### src/rtl/pvr_pkg.sv
// PVR shared definitions: TA packet geometry, bus windows,
// the streamed word bundle and byte-lane helpers.
package pvr_pkg;

    localparam int TA_PKT_BYTES = 32;
    localparam int TA_PKT_WORDS = 4;

    localparam logic [31:0] TA_FIFO_BASE  = 32'h1000_0000;
    localparam logic [31:0] TA_FIFO_LIMIT = 32'h107F_FFFF;
    localparam logic [31:0] TA_YUV_BASE   = 32'h1080_0000;
    localparam logic [31:0] TA_YUV_LIMIT  = 32'h10FF_FFFF;
    localparam logic [31:0] TA_TEX_BASE   = 32'h1100_0000;
    localparam logic [31:0] TA_TEX_LIMIT  = 32'h11FF_FFFF;

    typedef struct packed {
        logic [63:0] data;
        logic [1:0]  idx;
        logic        last;
    } ta_word_t;

    // Map an 8-bit lane mask of word 'word' onto the packet byte vector.
    function automatic logic [TA_PKT_BYTES-1:0] byte_sel(
        input logic [1:0] word,
        input logic [7:0] mask
    );
        logic [TA_PKT_BYTES-1:0] v;
        v = {{(TA_PKT_BYTES-8){1'b0}}, mask};
        return v << {word, 3'b000};
    endfunction

    // Byte-lane merge of new data over old data.
    function automatic logic [63:0] merge_bytes(
        input logic [63:0] old_w,
        input logic [63:0] new_w,
        input logic [7:0]  mask
    );
        logic [63:0] r;
        r = old_w;
        for (int i = 0; i < 8; i++) begin
            if (mask[i]) r[8*i +: 8] = new_w[8*i +: 8];
        end
        return r;
    endfunction

endpackage

### src/rtl/ta_pkt_ram.sv
// Packet store: whole-packet write port, registered word read port
// with write-through when the read targets the packet being written.
module ta_pkt_ram
    import pvr_pkg::*;
#(
    parameter int DEPTH = 4,
    localparam int PW = $clog2(DEPTH)
) (
    input  logic                         clock,
    input  logic                         reset_n,
    input  logic                         we,
    input  logic [PW-1:0]                waddr,
    input  logic [TA_PKT_WORDS-1:0][63:0] wdata,
    input  logic [PW-1:0]                raddr_pkt,
    input  logic [1:0]                   raddr_word,
    output logic [63:0]                  rdata
);

    logic [63:0] mem [DEPTH*TA_PKT_WORDS];

    // Store all four words of a packet in one cycle.
    always_ff @(posedge clock) begin
        if (we) begin
            for (int w = 0; w < TA_PKT_WORDS; w++) begin
                mem[{waddr, 2'(w)}] <= wdata[w];
            end
        end
    end

    // Registered read; bypass lets a packet pushed into an empty
    // FIFO show its first word on the very next cycle.
    always_ff @(posedge clock or negedge reset_n) begin
        if (!reset_n) begin
            rdata <= '0;
        end else if (we && waddr == raddr_pkt) begin
            rdata <= wdata[raddr_word];
        end else begin
            rdata <= mem[{raddr_pkt, raddr_word}];
        end
    end

endmodule

### src/rtl/ta_param_fifo.sv
// TA FIFO write front end: assembles CPU writes into 32-byte
// parameter packets and streams them out one 64-bit word at a time.
module ta_param_fifo
    import pvr_pkg::*;
#(
    parameter int DEPTH = 4
) (
    input  logic                       clock,
    input  logic                       reset_n,
    input  logic                       ta_fifo_cs,
    input  logic                       wr,
    input  logic [4:0]                 addr,
    input  logic [63:0]                wdata,
    input  logic [7:0]                 wmask,
    output logic                       wr_ack,
    input  logic                       flush,
    output logic                       out_valid,
    input  logic                       out_ready,
    output logic [63:0]                out_data,
    output logic [1:0]                 out_word,
    output logic                       out_last,
    output logic [$clog2(DEPTH+1)-1:0] level,
    output logic                       err_dup
);

    localparam int PW = $clog2(DEPTH);
    localparam int LW = $clog2(DEPTH+1);

    logic [TA_PKT_WORDS-1:0][63:0] asm_q;
    logic [TA_PKT_WORDS-1:0][63:0] asm_d;
    logic [TA_PKT_BYTES-1:0]       bv_q;
    logic [TA_PKT_BYTES-1:0]       bv_new;
    logic [TA_PKT_BYTES-1:0]       sel;
    logic                          present;
    logic                          completing;
    logic                          full;
    logic                          accept;
    logic                          push;
    logic                          pop;
    logic                          hs;
    logic                          dup;
    logic [PW-1:0]                 wptr_q;
    logic [PW-1:0]                 head_q;
    logic [PW-1:0]                 head_d;
    logic [1:0]                    wcnt_q;
    logic [1:0]                    wcnt_d;
    logic [LW-1:0]                 level_q;
    logic                          err_q;
    logic                          ack_q;
    logic [63:0]                   rdata;
    ta_word_t                      head_word;
    logic                          unused_addr;

    assign unused_addr = ^addr[2:0];

    // Write acceptance, merge and read-pointer next state.
    always_comb begin
        present    = wr && ta_fifo_cs;
        sel        = byte_sel(addr[4:3], wmask);
        bv_new     = bv_q | sel;
        completing = &bv_new;
        full       = (level_q == LW'(DEPTH));
        accept     = present && (flush || !completing || !full);
        push       = accept && completing && !flush;
        dup        = accept && !flush && |(sel & bv_q);
        asm_d      = asm_q;
        asm_d[addr[4:3]] = merge_bytes(asm_q[addr[4:3]], wdata, wmask);
        hs         = (level_q != '0) && out_ready;
        pop        = hs && (wcnt_q == 2'd3);
        wcnt_d     = wcnt_q;
        head_d     = head_q;
        if (flush) begin
            wcnt_d = '0;
            head_d = '0;
        end else begin
            if (hs)  wcnt_d = wcnt_q + 2'd1;
            if (pop) head_d = head_q + PW'(1);
        end
    end

    // Assembly buffer and byte-valid tracking.
    always_ff @(posedge clock or negedge reset_n) begin
        if (!reset_n) begin
            asm_q <= '0;
            bv_q  <= '0;
        end else if (flush) begin
            bv_q  <= '0;
        end else if (accept) begin
            asm_q <= asm_d;
            bv_q  <= completing ? '0 : bv_new;
        end
    end

    // Pointers, packet count, duplicate flag and write acknowledge.
    always_ff @(posedge clock or negedge reset_n) begin
        if (!reset_n) begin
            wptr_q  <= '0;
            head_q  <= '0;
            wcnt_q  <= '0;
            level_q <= '0;
            err_q   <= 1'b0;
            ack_q   <= 1'b0;
        end else begin
            ack_q  <= accept;
            head_q <= head_d;
            wcnt_q <= wcnt_d;
            if (flush) begin
                wptr_q  <= '0;
                level_q <= '0;
                err_q   <= 1'b0;
            end else begin
                if (push) wptr_q <= wptr_q + PW'(1);
                if (dup)  err_q  <= 1'b1;
                unique case ({push, pop})
                    2'b10:   level_q <= level_q + LW'(1);
                    2'b01:   level_q <= level_q - LW'(1);
                    default: level_q <= level_q;
                endcase
            end
        end
    end

    ta_pkt_ram #(
        .DEPTH (DEPTH)
    ) u_ram (
        .clock      (clock),
        .reset_n    (reset_n),
        .we         (push),
        .waddr      (wptr_q),
        .wdata      (asm_d),
        .raddr_pkt  (head_d),
        .raddr_word (wcnt_d),
        .rdata      (rdata)
    );

    assign head_word = '{data: rdata, idx: wcnt_q, last: (wcnt_q == 2'd3)};

    assign wr_ack    = ack_q;
    assign out_valid = (level_q != '0);
    assign out_data  = head_word.data;
    assign out_word  = head_word.idx;
    assign out_last  = head_word.last;
    assign level     = level_q;
    assign err_dup   = err_q;

endmodule

### config.mk
export PLATFORM = sky130hd
export DESIGN_NAME = ta_param_fifo
export DESIGN_NICKNAME = d
export VERILOG_FILES = /design/src/rtl/pvr_pkg.sv /design/src/rtl/ta_pkt_ram.sv /design/src/rtl/ta_param_fifo.sv
export SDC_FILE = /design/constraint.sdc
export NUM_CORES = 2
export LEC_CHECK = 0
export ABC_CLOCK_PERIOD_IN_PS = 55800
export CORE_MARGIN = 8
export CORE_UTILIZATION = 65
export DETAILED_ROUTE_END_ITERATION = 8
export PLACE_DENSITY_LB_ADDON = 0.1
export SYNTH_ARGS = -nofsm -noshare
export SYNTH_HDL_FRONTEND = slang
export SYNTH_SLANG_ARGS = --single-unit
### constraint.sdc
create_clock -name clock -period 55.8 [get_ports clock]
set_clock_uncertainty 0.15 [all_clocks]
set_input_delay 11.16 -clock clock [delete_from_list [all_inputs] [get_ports clock]]
set_output_delay 11.16 -clock clock [all_outputs]
set_load 0.05 [all_outputs]
# --- Word level (Yosys, flattened, before mapping) ---
# Memories as Yosys holds them, arrays and structs flattened.
# Index checks and enable logic that the tools add are counted.
word_totals:
  regBits: 363
  mem_bits_rw: 1024
  output_inout_bits: 73
  wordCells: 84
  memories: 1
mem_list:
  columns: ["memory", "depth", "word_bits", "read_ports", "rd_clocked_by_memory_dff", "wr", "line_no", "text"]
  rows:
  - ["u_ram.mem", 16, 64, 1, 0, 4, "ta_pkt_ram.sv:19", "logic [63:0] mem [DEPTH*TA_PKT_WORDS];"]
op_classes:
  addsub: 5
  magnitude_cmp: 3
  n_eq_ne: 5
  n_shift: 1
  n_mux: 31
  n_bitwise: 3
  reduce_logical: 23
op_table:
  columns: ["operator", "n"]
  rows:
  - ["$bmux 64 s2", 2]
  - ["$bwmux 256", 1]
  - ["$mux 64", 4]
  - ["$demux 64 s2", 1]
  - ["$mux 32", 3]
  - ["$mux 8", 8]
  - ["$and 32x32->32", 1]
  - ["$or 32x32->32", 1]
  - ["$reduce_and 32->1", 1]
  - ["$reduce_or 32->1", 1]
  - ["$shl 8x5->32", 1]
  - ["$mux 2", 6]
  - ["$logic_and 1x1->1", 10]
  - ["$add 2x1->2 const B", 3]
  - ["$lt 2x3->1 const B", 2]
  - ["$pmux 3 s2", 1]
  - ["$reduce_bool 2->1", 3]
  - ["$reduce_bool 3->1", 2]
  - ["$eq 2x2->1 const B", 2]
  - ["$mux 1", 4]
  - ["$add 3x1->3 const B", 1]
  - ["$eq 3x3->1 const B", 1]
  - ["$logic_not 1->1", 3]
  - ["$mux 3", 1]
  - ["7 further kinds", 8]

# --- Longest topological paths before layout ---
depth:
  word_depth: 12
  mapped_depth: 16

# --- Hierarchy ---
# A second synthesis with hierarchy kept.
unflattened:
  cells_unflattened: 3240
  hier_area_um2: 60440.5
modules_own_cells:
  columns: ["mod", "instances", "cells_each", "area_per_inst_um2", "seq_area_each_um2"]
  rows:
  - ["ta_pkt_ram", 1, 1636, 42375.6, 32351.0]
  - ["ta_param_fifo", 1, 1604, 18064.8, 7482.2]

# --- Least setup slack after synthesis ---
# No wires, ideal clock.
synth_timing:
  path_kind: "input to register"
  startpoint: "in addr[3]"
  endpoint: "mem u_ram.mem[0][0], enable pin"
  arrival_ps: 36948
  t_required_ps: 54147
  path_slack_ps: 17199
  path_stages: 8
  path_cell_list: "buf_4 > clkbuf_1 > a32oi_1 > or4_1 > a2111oi_1 > buf_2 > nand2_1 > nor4_1"
synth_lines:
  columns: ["element", "line_no", "text"]
  rows:
  - ["start: declaration", "ta_param_fifo.sv:12", "input logic [4:0] addr,"]
  - ["end: declaration", "ta_pkt_ram.sv:19", null]

# --- Worst setup path in the final report ---
layout_timing:
  startpoint: "in out_ready"
  endpoint: "reg u_ram.rdata[17]"
layout_between:
  elab_chain_len: 7
  word_cells_on_any_way: 12
  cone_classes: "eq/ne (1); mux (7); reduce/logical (3); memory (1)"
layout_lines:
  columns: ["element", "line_no", "text"]
  rows:
  - ["start: declaration", "ta_param_fifo.sv:18", "input logic out_ready,"]
  - ["$logic_and 1x1->1 *", "ta_param_fifo.sv:68", "hs = (level_q != '0) && out_ready;"]
  - ["branches (longest 5 deep; another with $mem_v2 16x64)", null, null]
  - ["$mux 64 *", "ta_pkt_ram.sv:35", "end else if (we && waddr == raddr_pkt) begin"]
  - ["end signal: assignment", "ta_pkt_ram.sv:36", "rdata <= wdata[raddr_word];"]
  - ["end signal: assignment", "ta_pkt_ram.sv:38", "rdata <= mem[{raddr_pkt, raddr_word}];"]
  - ["end: declaration", "ta_pkt_ram.sv:16", "output logic [63:0] rdata"]
# Every way passes the cells marked *. The select of a mux whose other input is x is not followed.
# A chain may end at the register's enable or synchronous reset.

==> results.toml <==
[clocking]
htreeDepth = 4
clock_sinks = 1387
ctsHoldBuffers = 0
cts_resized = 0
cts_buffers = 142
worstSkewPairLatency_ns = 0.75
root_buffer = "clkbuf_16"
cts_tree = "built"
clk_pin_slew_worst_paths_ns = 0.06
clockBufferDepth = 3
postCtsSetupRepairBufs = 0

[routing]
post_drt_wl_per_cell_um = 26.8
drcViolationCount = 0
vias = 36200
ant_nets = 0
drt-initial-drc-count = 3729
routed_wl_mm = 147
viasPerCell = 6.57
drt_pass1_iterations = 8

[timing]
hold_violations = 0
fin_tns_setup_ns = 0
maxSlewViolCount = 0
worstMarginPinSlew_ns = 1.29
setup_viol = 0
finalCritPeriodShare_pct = 29.2
rsz0062_at_grt = "false"
period_needed_ns = 16.28
maxSlewHeadroom_pct = 13.7
hold_slack_ns = 0.350
timing.fmax_mhz = 61.4

[global_route]
grt_antenna_before_repair = 8
grt_pass1_wl_mm = 222
grtUsageTotal_pct = 28.2
overflow = 0
grt_pass1_vias = 36800
grt_max_degree = 165

[synth]
ys.flop_type = "edfxtp_1"
synthCells = 4058
synth_edf_count = 1024
async_flop_share_pct = 26.2
synth_warnings = 0
syn_area_um2 = 60700
ys_ff_latch = 1387
synth.avg_cell_area_um2 = 15.0
synth_fp_nets = 4147
yosysSeqAreaShare_pct = 65.6
yosys.cell_types.count = 62

[cells_and_area]
finalNonFillerCells = 5509
register_area_um2 = 39800
final_layout_size_suffix_gt1_share_pct = 25.4
nFillCells = 5887
multi_input_area_um2 = 19100
fin_nets = 4213
area_growth_pct = 12.0

[power]
power.leakage_nw = 24.7
power_density_nw_per_um2 = 39.3
max-vdd-ir-drop_mv = 0.0286
power.total_mw = 2.67

[setup_path]
crit_path_start = "out_ready"
path_class = "input pin to flip-flop"
worstReg2RegEnd = "u_ram.rdata[17]"
path_max_fanout = 153
worstPathRequired_ns = 56.28
ff2ff_path_depth = 10
critPathCapture = "u_ram.rdata[17]"
endpoint_kind = "flip-flop"
regToRegStartpoint = "level[0]"
arrival_ns = 16.76
critPathLaunchType = "input pin"
ff2ff_setup_slack_ns = 49.62

[floorplan]
start_util_pct = 65.3
core_region_area_um2 = 92900
io_pins = 156
die_y_um = 322
rows = 112
die_w_um = 322
design.die.area_um2 = 103000

[placed_design]
port_buffers = 152
dp_cells = 5234
dp_hpwl_mm = 76.2
place_congestion = 0.802

[status]
outcome = "completed"

[run]
drv_cap = 0

[hold_path]
worstHoldPathType = "flip-flop to flip-flop"
sequential cells by signal, indices dropped and copies added (netlist names):
name,flops
u_ram.rdata,64
u_ram.mem,1024
out_word,2
bv_q,32
err_dup,1
head_q,2
wptr_q,2
wr_ack,1
asm_q,256
level,3
worst max-delay path, stage by stage:
cell	delay [ns]
clkdlybuf4s50_1	0.61
o31ai_1	0.20
xor2_4	0.25
buf_12	0.61
buf_4	0.85
buf_4	0.72
buf_4	0.85
mux2_2	0.43
a222oi_1	0.35
nand4_1	0.13
mux2_1	0.32
layout make-up:
cell class                      count  area share (%)
Sequential cell                  1387            58.6
Multi-Input combinational cell   2172            28.0
Clock buffer                      211            6.14
Timing Repair Buffer              216            3.07
Tap cell                         1254            2.31
Inverter                          205            1.13
Clock inverter                     54           0.732
Antenna cell                       10          0.0368
stage by stage:
step	util (%)	setup slack (ns)	area, um^2
3_5_place_dp	68.2	38.87	63300
5_1_grt	73.2	39.32	68000
3_3_place_gp	68.2	38.90	63300
4_1_cts	73.2	39.68	68000
6_report	73.2	39.52	68000
2_1_floorplan	-	17.20	60700
worst min path at each step:
| stage | startpoint | to | slack (ns) | depth (start not counted) |
|---|---|---|---|---|
| after global placement | asm_q[112] | asm_q[112] | 0.33 | 1 |
| after detailed placement | asm_q[179] | asm_q[179] | 0.34 | 1 |
| after floorplan | asm_q[100] | asm_q[100] | 0.32 | 1 |
| after global routing | asm_q[153] | asm_q[153] | 0.36 | 1 |
| after CTS | asm_q[84] | asm_q[84] | 0.35 | 1 |
| final | asm_q[112] | asm_q[112] | 0.35 | 1 |
where the power goes:
part | switching [mW] | leakage, nW | internal, mW
sequential | 0.0439 | 13.9 | 1.31
combinational | 0.204 | 8.45 | 0.171
clock | 0.384 | 2.30 | 0.560
total | 0.632 | 24.7 | 2.04
logic make-up after synthesis:
logic type	count (synthesis)	share of synthesized area, %
flops	1387	65.6
fa+ha+maj	6	0.136
xor+xnor	4	0.0577
buf+inv	499	3.29
mux	1035	18.8
simple gates	550	4.71
compound gates	577	7.40
Yosys cell counts (all sizes together) (3+ instances only):
master     n  area, um^2
nand3     11        55.1
nand2b     6        37.5
and2      12        75.1
nor3b     65         499
o22ai      4        25.0
a31oi      5        31.3
nor2      10        37.5
nand4     67         419
clkbuf   214         803
nand3b     5        37.5
xnor2      3        26.3
ha         5        62.6
nand4b     4        35.0
o21a      33         248
a22oi    140        1050
a32oi      6        52.6
a21oi     40         200
inv      205         769
and3      73         457
o21ai     68         340
nor3       9        45.0
o221ai     3        26.3
nor4       7        50.1
edfxtp  1024       30700
dfrtp    363        9080
a222oi    66         661
nand2    269        1010
mux2     841        9470
o32ai    193        1690
a41oi      3        26.3
mux2i    194        1940
buf       80         423
layer usage:
| metal | part of all wire [%] | vias up | GRT usage [%] |
|---|---|---|---|
| met5 | 0.026 | - | 0 |
| met4 | 3.2 | 6 | 10.1 |
| met3 | 7.6 | 326 | 4.59 |
| met2 | 49 | 1519 | 46.5 |
| met1 | 40 | 18500 | 38.0 |
| li1 | - | 15800 | - |
layout by cell type (no fill, tap or decap), drive strengths merged, types with 40 or more instances in the layout:
cell type / n
clkdlybuf4s50: 150
dfrtp: 363
clkbuf: 211
mux2: 841
a222oi: 66
o21ai: 68
edfxtp: 1024
nor3b: 65
and3: 73
nand2: 269
mux2i: 194
o32ai: 193
a21oi: 40
a22oi: 140
clkinv: 40
buf: 66
inv: 209
nand4: 67
Power figures use the tool's default switching activity.
